`src/rtl/if_pkg.sv`:
```
// rtl/if_pkg.sv - shared types and constants for the instruction-fetch stage
package if_pkg;

  typedef enum logic [1:0] {
    IDLE = 2'd0,
    WAIT = 2'd1,
    DROP = 2'd2
  } fetch_state_t;

  localparam logic [31:0] BUBBLE_INSTR = 32'h0000_0000;
  localparam logic [31:0] INSTR_STEP   = 32'd4;

  typedef struct packed {
    logic [31:0] pc_next;
    logic [31:0] instr;
  } fifo_entry_t;

  function automatic logic [31:0] step_pc(input logic [31:0] pc);
    return pc + INSTR_STEP;
  endfunction

endpackage

```
`src/rtl/if_fetch_unit_if.sv`:
```
// rtl/if_fetch_unit_if.sv - instruction-memory request/ack bus
interface if_fetch_unit_if;
  logic        imem_req;
  logic [31:0] imem_addr;
  logic        imem_ack;
  logic [31:0] imem_rdata;

  modport master (output imem_req, imem_addr, input imem_ack, imem_rdata);
  modport slave  (input imem_req, imem_addr, output imem_ack, imem_rdata);
endinterface

```
`src/rtl/fetch_fifo.sv`:
```
// rtl/fetch_fifo.sv - prefetch FIFO of {pc_next, instr} entries with synchronous flush
module fetch_fifo
  import if_pkg::*;
#(
  parameter int DEPTH = 2
) (
  input  logic                     clk,
  input  logic                     rst,
  input  logic                     flush,
  input  logic                     push,
  input  fifo_entry_t              push_data,
  input  logic                     pop,
  output fifo_entry_t              head,
  output logic                     full,
  output logic                     empty,
  output logic [$clog2(DEPTH):0]   count
);

  localparam int AW = $clog2(DEPTH);
  localparam logic [AW:0] FULL_COUNT = DEPTH[AW:0];

  fifo_entry_t     mem [DEPTH];
  logic [AW-1:0]   wr_ptr;
  logic [AW-1:0]   rd_ptr;
  logic            do_pop;

  assign do_pop = pop && !empty;
  assign empty  = (count == '0);
  assign full   = (count == FULL_COUNT);
  assign head   = mem[rd_ptr];

  always_ff @(posedge clk or negedge rst) begin
    if (!rst) begin
      wr_ptr <= '0;
      rd_ptr <= '0;
      count  <= '0;
    end else if (flush) begin
      wr_ptr <= '0;
      rd_ptr <= '0;
      count  <= '0;
    end else begin
      if (push)   wr_ptr <= wr_ptr + 1'b1;
      if (do_pop) rd_ptr <= rd_ptr + 1'b1;
      case ({push, do_pop})
        2'b10:   count <= count + 1'b1;
        2'b01:   count <= count - 1'b1;
        default: count <= count;
      endcase
    end
  end

  // Storage needs no reset: count gates every read of it.
  always_ff @(posedge clk) begin
    if (push && !flush) mem[wr_ptr] <= push_data;
  end

endmodule

```
`src/rtl/if_fetch_unit.sv`:
```
// rtl/if_fetch_unit.sv - fetch stage: PC, imem handshake, prefetch FIFO, IF/ID register
module if_fetch_unit
  import if_pkg::*;
#(
  parameter logic [31:0] RESET_PC   = 32'h0000_0000,
  parameter int          FIFO_DEPTH = 2
) (
  input  logic                    clk,
  input  logic                    rst,
  input  logic                    freeze,
  input  logic                    branch_taken,
  input  logic [31:0]             branch_addr,
  if_fetch_unit_if.master         imem,
  output logic [31:0]             PC,
  output logic [31:0]             Instruction,
  output logic                    valid
);

  localparam int CW = $clog2(FIFO_DEPTH) + 1;
  localparam logic [CW-1:0] DEPTH_C = CW'(FIFO_DEPTH);

  fetch_state_t  state;
  logic [31:0]   fetch_pc;
  logic [CW-1:0] fifo_count;
  logic          fifo_full;
  logic          fifo_empty;
  fifo_entry_t   fifo_head;
  fifo_entry_t   fetch_entry;

  logic take;
  logic fifo_pop;
  logic req;
  logic accepted;
  logic keep_word;
  logic bypass;
  logic want_push;
  logic fifo_push;
  logic outstanding;

  assign take     = !branch_taken && !freeze;
  assign fifo_pop = take && !fifo_empty;
  assign req      = rst && (state != DROP) && ((fifo_count < DEPTH_C) || fifo_pop);

  assign accepted  = imem.imem_ack && ((state == WAIT) || (state == IDLE && req));
  assign keep_word = accepted && !branch_taken;
  // An empty FIFO with decode ready forwards the word straight into IF/ID.
  assign bypass    = keep_word && take && fifo_empty;
  assign want_push = keep_word && !bypass;
  assign fifo_push = want_push && (!fifo_full || fifo_pop);

  assign fetch_entry = '{pc_next: step_pc(fetch_pc), instr: imem.imem_rdata};

  assign outstanding = (state == IDLE) ? (req && !imem.imem_ack) : !imem.imem_ack;

  assign imem.imem_req  = req;
  assign imem.imem_addr = fetch_pc;

  fetch_fifo #(.DEPTH(FIFO_DEPTH)) u_fifo (
    .clk       (clk),
    .rst       (rst),
    .flush     (branch_taken),
    .push      (fifo_push),
    .push_data (fetch_entry),
    .pop       (fifo_pop),
    .head      (fifo_head),
    .full      (fifo_full),
    .empty     (fifo_empty),
    .count     (fifo_count)
  );

  always_ff @(posedge clk or negedge rst) begin
    if (!rst) begin
      state       <= IDLE;
      fetch_pc    <= RESET_PC;
      PC          <= 32'h0;
      Instruction <= BUBBLE_INSTR;
      valid       <= 1'b0;
    end else begin
      // A redirect with the old request still in flight must swallow its data.
      if (!outstanding)                       state <= IDLE;
      else if (branch_taken || state == DROP) state <= DROP;
      else                                    state <= WAIT;

      if (branch_taken)  fetch_pc <= branch_addr;
      else if (accepted) fetch_pc <= step_pc(fetch_pc);

      if (branch_taken) begin
        Instruction <= BUBBLE_INSTR;
        valid       <= 1'b0;
      end else if (!freeze) begin
        if (fifo_pop) begin
          PC          <= fifo_head.pc_next;
          Instruction <= fifo_head.instr;
          valid       <= 1'b1;
        end else if (bypass) begin
          PC          <= fetch_entry.pc_next;
          Instruction <= fetch_entry.instr;
          valid       <= 1'b1;
        end else begin
          Instruction <= BUBBLE_INSTR;
          valid       <= 1'b0;
        end
      end
    end
  end

endmodule

```
`src/flat_wrapper.sv`:
```
// flat-port wrapper written by rule: the top's interface ports become plain ports
module if_fetch_unit_flat import if_pkg::*;
#(
  parameter logic [31:0] RESET_PC   = 32'h0000_0000,
  parameter int          FIFO_DEPTH = 2
)
  (clk, rst, freeze, branch_taken, branch_addr, PC, Instruction, valid, imem_imem_req, imem_imem_addr, imem_imem_ack, imem_imem_rdata);
  if_fetch_unit_if imem_i ();
  input  logic clk;
  input  logic rst;
  input  logic freeze;
  input  logic branch_taken;
  input  logic [31:0] branch_addr;
  output logic [31:0] PC;
  output logic [31:0] Instruction;
  output logic valid;
  output wire logic [$bits(imem_i.imem_req)-1:0] imem_imem_req;
  output wire logic [$bits(imem_i.imem_addr)-1:0] imem_imem_addr;
  input wire logic [$bits(imem_i.imem_ack)-1:0] imem_imem_ack;
  input wire logic [$bits(imem_i.imem_rdata)-1:0] imem_imem_rdata;
  assign imem_imem_req = imem_i.imem_req;
  assign imem_imem_addr = imem_i.imem_addr;
  assign imem_i.imem_ack = imem_imem_ack;
  assign imem_i.imem_rdata = imem_imem_rdata;
  if_fetch_unit #(.RESET_PC(RESET_PC), .FIFO_DEPTH(FIFO_DEPTH)) u_core (.clk(clk), .rst(rst), .freeze(freeze), .branch_taken(branch_taken), .branch_addr(branch_addr), .imem(imem_i), .PC(PC), .Instruction(Instruction), .valid(valid));
endmodule
```
`config.mk`:
```
export PLATFORM = sky130hd
export DESIGN_NAME = if_fetch_unit_flat
export DESIGN_NICKNAME = d
export VERILOG_FILES = /design/src/rtl/if_pkg.sv /design/src/rtl/if_fetch_unit_if.sv /design/src/rtl/fetch_fifo.sv /design/src/rtl/if_fetch_unit.sv /design/src/flat_wrapper.sv
export SDC_FILE = /design/constraint.sdc
export NUM_CORES = 1
export LEC_CHECK = 0
export CAP_MARGIN = 25
export CORE_ASPECT_RATIO = 0.7
export CORE_MARGIN = 2
export CORE_UTILIZATION = 49
export DETAILED_ROUTE_END_ITERATION = 10
export GPL_TIMING_DRIVEN = 0
export HOLD_SLACK_MARGIN = 0.03
export PLACE_DENSITY = 0.77
export SLEW_MARGIN = 20
export SYNTH_ARGS = -nofsm -noshare
export SYNTH_HDL_FRONTEND = slang
export SYNTH_HIERARCHICAL = 1
export SYNTH_SLANG_ARGS = --single-unit
```
`constraint.sdc`:
```
create_clock -name clk -period 5.8 [get_ports clk]
set_clock_uncertainty 0.1 [all_clocks]
set_input_delay 0.58 -clock clk [delete_from_list [all_inputs] [get_ports clk]]
set_output_delay 0.58 -clock clk [all_outputs]
set_load 0.05 [all_outputs]
```
### Word-level counts from Yosys, hierarchy flattened

Memories as Yosys holds them, arrays and structs flattened.
Index checks and enable logic that the tools add are counted.

| storage, ports and cells | value |
|---|---|
| word-level logic and storage cells | 79 |
| RAM bits | 128 |
| output and inout bits | 98 |
| memories kept | 1 |
| bits of input ports | 69 |
| register bits after elaboration | 103 |

Memory list:

| name | depth | bits a word | rd ports | clocked after memory_dff | write ports | line | RTL |
|---|---|---|---|---|---|---|---|
| u_core.u_fifo.mem | 2 | 64 | 1 | 0 | 1 | fetch_fifo.sv:22 | `fifo_entry_t mem [DEPTH];` |

| operators by class | value |
|---|---|
| $lt $le $gt $ge | 1 |
| reduce and logical (&&, ||, !) cells | 32 |
| muxes and demuxes | 23 |
| $add $sub $neg | 5 |
| equal/unequal tests | 7 |
| bitwise logic cells | 2 |

Operator list:

| operator | number |
|---|---|
| $mux W32 | 8 |
| $add A32 B3 Y32 const B | 1 |
| $logic_and A1 B1 Y1 | 14 |
| $mux W1 | 11 |
| $reduce_bool A2 Y1 | 4 |
| $eq A2 B2 Y1 const B | 3 |
| $logic_not A1 Y1 | 6 |
| $mux W2 | 3 |
| $eq A2 B1 Y1 const B | 2 |
| $logic_not A2 Y1 | 2 |
| $logic_or A1 B1 Y1 | 4 |
| $pmux W2 S2 | 1 |
| $reduce_and A3 Y1 | 1 |
| $reduce_bool A3 Y1 | 1 |
| $add A1 B1 Y1 const B | 2 |
| $add A2 B1 Y2 const B | 1 |
| $lt A2 B2 Y1 const B | 1 |
| $ne A2 B1 Y1 const B | 1 |
| $ne A2 B2 Y1 const B | 1 |
| $not A1 Y1 | 2 |
| $sub A2 B1 Y2 const B | 1 |

### Longest topological paths before layout

Gate-level depths: netlist (run 1).

| depth | value |
|---|---|
| depth in word-level cells | 17 |
| depth in mapped cells | 8 |
| depth with buffers taken out | 7 |

### Cells and area by module

Netlist (run 1), hierarchy kept.

Modules (own cells, without submodules):

| module | cells an instance | times used | area an instance (um^2) | sequential area each (um^2) |
|---|---|---|---|---|
| if_fetch_unit | 549 | 1 | 5,356.4 | 2,477.4 |
| fetch_fifo | 224 | 1 | 5,048.6 | 3,943.8 |

### Worst setup path before layout (run 1)

Ideal clock, no wire load.

| timing path | value |
|---|---|
| path type | in2reg |
| from | in branch_taken |
| to | mem u_core/u_fifo/mem[0][0] (netlist bit), enable pin |
| stages on the path | 7 |
| path buffers | 2 |
| data required time | 5.213 ns |
| arrival | 5.179 ns |
| setup slack | 0.035 ns |
| setup time | 0.487 ns |
| path through | buf_2 > nor4b_2 > o31ai_2 > clkbuf_1 > a2111oi_0 > nand2b_1 > nor2_1 |

| between the ends | value |
|---|---|
| word-level cells in the longest chain between the ends | 17 |
| elaborated cells on any way between the ends | 18 |
| classes of those cells | mux (2); reduce/logical (16) |

Ends and longest elaborated chain:

| what | line | RTL |
|---|---|---|
| from (decl) | flat_wrapper.sv:12 | `input logic branch_taken;` |
| $logic_not A1 Y1 (*) | if_fetch_unit.sv:40, if_fetch_unit.sv:45 |  |
| $logic_and A1 B1 Y1 | if_fetch_unit.sv:40 | `assign take = !branch_taken && !freeze;` |
| $logic_and A1 B1 Y1 | if_fetch_unit.sv:41 | `assign fifo_pop = take && !fifo_empty;` |
| $logic_or A1 B1 Y1 | if_fetch_unit.sv:42 | `assign req = rst && (state != DROP) && ((fifo_count < DEPTH_C) \|\| fifo_pop);` |
| $logic_and A1 B1 Y1 | if_fetch_unit.sv:42 |  |
| $logic_and A1 B1 Y1 | if_fetch_unit.sv:44 | `assign accepted = imem.imem_ack && ((state == WAIT) \|\| (state == IDLE && req));` |
| $logic_or A1 B1 Y1 | if_fetch_unit.sv:44 |  |
| $logic_and A1 B1 Y1 | if_fetch_unit.sv:44 |  |
| $logic_and A1 B1 Y1 | if_fetch_unit.sv:45 | `assign keep_word = accepted && !branch_taken;` |
| $logic_and A1 B1 Y1 (2 in series) | if_fetch_unit.sv:47 | `assign bypass = keep_word && take && fifo_empty;` |
| $logic_not A1 Y1 | if_fetch_unit.sv:48 | `assign want_push = keep_word && !bypass;` |
| $logic_and A1 B1 Y1 | if_fetch_unit.sv:48 |  |
| $logic_and A1 B1 Y1 (*) | if_fetch_unit.sv:49 | `assign fifo_push = want_push && (!fifo_full \|\| fifo_pop);` |
| via u_core.fifo_push | if_fetch_unit.sv:37 | `logic fifo_push;` |
| $logic_and A1 B1 Y1 (*) | fetch_fifo.sv:54 | `if (push && !flush) mem[wr_ptr] <= push_data;` |
| $mux W1 (*) | fetch_fifo.sv:54 |  |
| $mux W1 (implied by the code) (*) | fetch_fifo.sv:54 |  |
| to (decl) | fetch_fifo.sv:22 |  |

The timed path passes the listed nets; every way through them passes the cells marked *.

### Worst setup path in the final report (run 1)

| timing path | value |
|---|---|
| from | in rst |
| to | mem u_core/u_fifo/mem[0][26] (netlist bit), enable pin |

| between the ends | value |
|---|---|
| word-level cells in the longest chain between the ends | 14 |

Ends and longest elaborated chain:

| what | line | RTL |
|---|---|---|
| from (decl) | flat_wrapper.sv:10 | `input logic rst;` |
| $logic_and A1 B1 Y1 (*) (2 in series) | if_fetch_unit.sv:42 |  |
| $logic_and A1 B1 Y1 (*) | if_fetch_unit.sv:44 |  |
| $logic_or A1 B1 Y1 (*) | if_fetch_unit.sv:44 |  |
| $logic_and A1 B1 Y1 (*) | if_fetch_unit.sv:44 |  |
| $logic_and A1 B1 Y1 (*) | if_fetch_unit.sv:45 |  |
| $logic_and A1 B1 Y1 (2 in series) | if_fetch_unit.sv:47 |  |
| $logic_not A1 Y1 | if_fetch_unit.sv:48 |  |
| $logic_and A1 B1 Y1 (*) | if_fetch_unit.sv:48 |  |
| $logic_and A1 B1 Y1 (*) | if_fetch_unit.sv:49 |  |
| via u_core.fifo_push | if_fetch_unit.sv:37 |  |
| $logic_and A1 B1 Y1 (*) | fetch_fifo.sv:54 |  |
| $mux W1 (*) | fetch_fifo.sv:54 |  |
| $mux W1 (implied by the code) (*) | fetch_fifo.sv:54 |  |

Marks and branches as above.

==> results of run 1 <==
synthesized netlist by cell type, types with 2 or more instances:
cell and instances:
nand3_1 13, xor2_1 24, buf_2 9, nor4_2 2
mux2_2 16, nand2b_1 6, a41o_1 17, mux2i_1 3
o21ai_0 65, nor3_2 2, a221o_1 7, buf_4 2
clkbuf_1 25, edfxtp_1 128, buf_6 10, nand2_1 54
and2b_2 2, nor4_1 11, dfrtp_1 103, and4_1 3
a21oi_1 4, and3_1 7, o22ai_1 3, nand4_4 2
nand4_1 12, nor2b_1 12, a22o_1 17, a22oi_1 36
mux2_4 50, o21ai_1 2, xnor2_1 34, nor2_1 20
and2_2 2, inv_1 39, dlygate4sd1_1 2, nor3_1 9
cells by family (layout without fill, tap and decap cells):
family,count (synthesis),in the layout,share of synthesized area [%]
AOI/OAI and AO/OA,157,157,10.4
buffers and inverters,89,304,4.30
muxes,69,69,9.24
xor gates and xnor gates,58,58,4.88
DFF,231,231,61.7
adders and majority gates,1,1,0.120
and+or+nand+nor,168,168,9.30
metrics by stage:
stage | setup slack (ps) | setup TNS [ps]
after global placement | -6900 | -1046300
after floorplan | 34.7 | 0
after CTS | 606 | 0
final | 579 | 0
after detailed placement | 654 | 0
after global routing | 230 | 0
registers in the layout, summed over array words and instances, names as in the netlist:
register               cells
u_core/u_fifo/count        2
u_core/u_fifo/wr_ptr       1
u_core/valid               1
u_core/imem.imem_addr     32
u_core/PC                 32
u_core/Instruction        32
u_core/state               2
u_core/u_fifo/mem        128
u_core/u_fifo/rd_ptr       1
final cells by class:
class | instances | area (µm²) | area share (%)
Buffer | 49 | 298 | 2.23
Clock buffer | 29 | 638 | 4.77
Clock inverter | 12 | 113 | 0.841
Inverter | 40 | 150 | 1.12
Multi-Input combinational cell | 453 | 3550 | 26.5
Sequential cell | 231 | 6420 | 48.0
Tap cell | 276 | 345 | 2.58
Timing Repair Buffer | 174 | 1870 | 13.9
worst max-delay path by stage:
stage                          endpoint  slack [ps]  cells after the start
5_1_grt        u_core/u_fifo/mem[0][26]         230                     11
3_3_place_gp   u_core/u_fifo/mem[1][12]       -6900                      7
4_1_cts        u_core/u_fifo/mem[0][26]         610                     11
6_report       u_core/u_fifo/mem[0][26]         580                     11
2_1_floorplan   u_core/u_fifo/mem[0][0]          30                      7
3_5_place_dp   u_core/u_fifo/mem[0][44]         650                     10
critical path, stage by stage:
cell and delay, ps:
dlygate4sd3_1 540, buf_6 370, buf_16 350, nor4b_2 410, o31ai_2 250, clkbuf_1 360, a2111oi_1 1000, nand2b_1 330
nor2_4 660, buf_16 250, buf_16 160
layer usage:
metal	vias to the layer above	part of all wire (%)	track usage, %
met1	3523	47	35.0
met3	22	7.5	4.17
li1	3253	-	-
met5	-	0	0
met4	0	1.3	3.73
met2	260	44	33.1
timing repair:
action / CTS / global route
endpoints found under the setup margin: 0 / 0
hold endpoints to repair: 43 / 0
gates resized for setup: 0 / 0
hold buffers: 1 / 0
report_power, final:
part	switching (W)	internal, W	total, W
Clock	0.000613	0.000867	0.00148
Sequential	0.0000995	0.00185	0.00194
Combinational	0.000547	0.000326	0.000874
Total	0.00126	0.00304	0.00430
==> metrics, run 1 <==
number of max-slew violations in the final report=0; dominant cells by area after synthesis=edfxtp_1 37%, dfrtp_1 25%, mux2_4 7.2%, o21ai_0 3.1%, xnor2_1 2.9%; WP data arrival=5330 ps; max_cap viols=0; cell count of the worst hold path=2; most common cell after layout, fill and taps aside=clkdlybuf4s50_1; Post-synth EDFFs=128; vias in the first global route=6908; ys flop type=edfxtp_1; Clock Sinks=231; largest area contributor in the netlist=edfxtp_1; RSZ-0062 raised after global routing=false; worst-margin pin slew=1020 ps; Critical Path RT=5900 ps; Avg Inst Size Synth=13.5 µm²; final hold violation count=0; routed len/inst=20.0 µm; core area=20800 µm²; reg2reg start=u_core/u_fifo/count[1]; hold_sp=u_core/PC[1]; post-DP HPWL=17.2 mm; nature of the critical path endpoint=flop; Ys Warns=6; clock buffer depth=3; Distinct cells, synth=56; status=finished clean; Die ar.=22400 µm²; Vias=7058; CTS clk-pin slew, worst paths=60 ps; crit-path max FO=63; clock insertion delay at the later pin of the skew report=500 ps; HP Class=reg2reg; Remaining DRCs=0; FF+latch count, synth=231; gr ovfl total=0; Rel. slew slack=31.7%; Synth Cell Area=10400 µm²; VDD IR max=0.235 mV; Initial DRC Count=717; IO Port Bufs=166; GP Congestion=0.822; setup violators final=0; Finished Layout Cells=1264; Reg-to-Reg End=u_core/u_fifo/mem[0][26]; Post-Syn Instances=773; Die W=178 µm; P_leak=5.23 nW; Power per Cell Area=321 nW/µm²; share of the synthesized area in the top cell type=36.9%; chip height=126 µm; crit path from=rst; R2R Setup Slk=1290 ps; htree depth=1; Placed Cells=1222; pin count of the biggest net entering global routing=64; WL final=25.2 mm; Antenna Nets Post-Route=0; cts bufs inserted=23; most frequent cells in the layout=165 x clkdlybuf4s50_1, 128 x edfxtp_1, 103 x dfrtp_1; I/O pins=167; period utilization=90.0%; Power Total=0.00430 W; asr flop ratio synth=44.6%; row cnt=44; Critical Path Start Type=input pin; Setup CP Type=in2reg; fmax=192 MHz; Via density=5.58; CTS tree=yes; # diodes=0; Final Instance Area=13400 µm²; root buf cell=clkbuf_16; syn nets=843; first-pass GRT wire length=39.0 mm; Post-Route Utilization=64.5%; synthesis-to-finish area growth=28.6%; Initial Util=50.1%; Seq/Total Area, Yosys=61.7%; # Post-CTS Setup Buffers=0; Initial DRT Pass Iterations=6; Fillers=1593; worst hold slack=385 ps; layout net count=1042; reg2reg path depth=9; initial antenna violation count=0; layout cells sized above 1=15.8%; minimum clock period after layout=5220 ps; GR Util All Layers=22.4%; Hold EP=u_core/PC[1]; Post-Place Cell Area=12600 µm²
No activity file was read; power rests on OpenSTA's default activity.
==> run 2: changes to the inputs <==
--- a/config.mk
+++ b/config.mk
@@ -6,13 +6,15 @@
 export NUM_CORES = 1
 export LEC_CHECK = 0
 export CAP_MARGIN = 25
+export CELL_PAD_IN_SITES_DETAIL_PLACEMENT = 1
+export CELL_PAD_IN_SITES_GLOBAL_PLACEMENT = 2
 export CORE_ASPECT_RATIO = 0.7
 export CORE_MARGIN = 2
-export CORE_UTILIZATION = 49
+export CORE_UTILIZATION = 33
 export DETAILED_ROUTE_END_ITERATION = 10
 export GPL_TIMING_DRIVEN = 0
 export HOLD_SLACK_MARGIN = 0.03
-export PLACE_DENSITY = 0.77
+export PLACE_DENSITY_LB_ADDON = 0.1
 export SLEW_MARGIN = 20
 export SYNTH_ARGS = -nofsm -noshare
 export SYNTH_HDL_FRONTEND = slang
==> run 2 against run 1 <==
- critical path depth rose by 1
- largest cell class unchanged
- worst setup slack improved by 650 ps
- routed wire length rose by 17%
- global-route usage shrank 4.5 points
- via count down 0.31%
- die area is 47% higher
- sequential cell count stayed put
- power grew 5.0%
- non-clock buffer count increased by 1
- core utilization is 21 points lower
- count of clock-buffer cells in the layout is 1 lower
- largest power group unchanged
- cell area grew 1.9%
==> metrics, run 2 (synthesis gave the netlist of run 1 again) <==
status=finished clean; max_cap viols=0; period utilization=78.8%; number of flip-flops under the largest register name=128; CTS clk-pin slew, worst paths=60 ps; vias in the first global route=7499; Post-Place Cell Area=12800 µm²; crit-path max FO=69; number of max-slew violations in the final report=0; # diodes=0; core area=31100 µm²; Sw Ratio=29.3%; Critical Path Start Type=input pin; WP data arrival=4710 ps; pin count of the biggest net entering global routing=70; Net Sw Power=0.00132 W; routed len/inst=20.8 µm; post-DP HPWL=20.4 mm; Worst Setup EP=u_core/u_fifo/mem[0][24]; Die W=216 µm; Initial DRC Count=293; Seq pwr share=43.1%; Initial DRT Pass Iterations=4; Clock Sinks=231; cts bufs inserted=25; chip height=153 µm; setup violators final=0; Rel. slew slack=36.6%; Clk network pwr share=37.4%; root buf cell=clkbuf_16; layout cells sized above 1=15.9%; most frequent cells in the layout=165 x clkdlybuf4s50_1, 128 x edfxtp_1, 103 x dfrtp_1; reg2reg start=u_core/u_fifo/count[1]; worst hold slack=381 ps; nature of the critical path endpoint=flop; # Post-CTS Setup Buffers=0; most common cell after layout, fill and taps aside=clkdlybuf4s50_1; Setup CP Type=in2reg; final hold violation count=0; R2R Setup Slk=1860 ps; gr ovfl total=0; GP Congestion=0.733; GR Util All Layers=17.9%; internal power=0.00319 W; CTS resizes=0; Via density=4.98; WL final=29.4 mm; IO Port Bufs=166; synthesis-to-finish area growth=31.0%; Reg-to-Reg End=u_core/u_fifo/mem[0][24]; Final Instance Area=13600 µm²; first-pass GRT wire length=45.6 mm; HP Class=reg2reg; minimum clock period after layout=4570 ps; P_leak=5.27 nW; clock insertion delay at the later pin of the skew report=540 ps; Power per Cell Area=331 nW/µm²; VDD IR max=0.190 mV; I/O pins=167; Comb pwr share=19.5%; crit path from=rst; reg2reg path depth=10; layout net count=1045; htree depth=1; Remaining DRCs=0; fmax=219 MHz; row cnt=54; Vias=7036; cts hold-fix bufs=1; RSZ-0062 raised after global routing=false; Critical Path RT=5930 ps; initial antenna violation count=0; CTS tree=yes; Die ar.=33000 µm²; Biggest register=u_core/u_fifo/mem; Initial Util=33.5%; clock buffer depth=3; worst-margin pin slew=945 ps; Antenna Nets Post-Route=0
[run 2: cell types whose count changed in the layout (fill, tap and decap cells not counted), moves of 2 or more]
cell	before	now
buf_12	0	6
buf_16	7	1
bufinv_16	2	5
clkbuf_16	23	25
clkbuf_8	5	2
clkinv_1	1	5
[run 2: layout make-up]
cell class              count  area [µm²]
flip-flops and latches    231        6420
inverters                  40         150
clock inverters            18         213
plain buffers              49         298
fillers                  3238       17400
repair buffers            175        1830
well taps                 420         526
multi-input cells         453        3550
clock buffers              28         647
[run 2: power groups by stage]
stage / combinational, W / clock (W) / sequential [W]
4_1_cts: 0.000896 / 0.00173 / 0.00195
6_report: 0.000882 / 0.00169 / 0.00194
2_1_floorplan: 0.000223 / 0 / 0.00227
3_3_place_gp: 0.000878 / 0 / 0.00198
5_1_grt: 0.000934 / 0.00180 / 0.00196
3_5_place_dp: 0.000892 / 0 / 0.00198
[run 2: worst min path at each step]
stage               slack (ps)                     to  cells after the start    startpoint
finish                     380           u_core/PC[1]                      2  u_core/PC[1]
floorplan                  180  u_core/Instruction[0]                      0           rst
global placement           360           u_core/PC[1]                      2  u_core/PC[1]
global route               410           u_core/valid                      2  u_core/valid
detailed placement         370           u_core/PC[1]                      2  u_core/PC[1]
CTS                        390           u_core/PC[1]                      2  u_core/PC[1]
[run 2: metal layers]
| metal | vias to the layer above | part of all wire, % | track usage, % |
|---|---|---|---|
| met5 | - | 0 | 0 |
| met4 | 0 | 1.7 | 3.59 |
| met3 | 33 | 3.7 | 2.61 |
| met2 | 134 | 45 | 27.9 |
| met1 | 3605 | 49 | 26.5 |
| li1 | 3264 | - | - |
[run 2: through the flow]
step | power, W | TNS (ps) | cells | setup slack [ps] | util (%)
after floorplan | 0.00249 | 0 | 773 | 34.7 | -
after global placement | 0.00286 | -1342160 | 1359 | -8140 | 40.5
after detailed placement | 0.00287 | 0 | 1366 | 788 | 41.1
after CTS | 0.00458 | 0 | 1413 | 763 | 43.9
after global routing | 0.00470 | 0 | 1414 | 846 | 43.9
final | 0.00451 | 0 | 1414 | 1230 | 43.9
[run 2: critical path, cell delays in order]
cell	delay [ps]
dlygate4sd3_1	560
buf_8	320
buf_16	350
nor4b_2	380
o31ai_2	250
clkbuf_1	410
a2111oi_1	680
clkbuf_2	250
nand2b_1	160
nor2_4	250
buf_12	230
buf_12	200
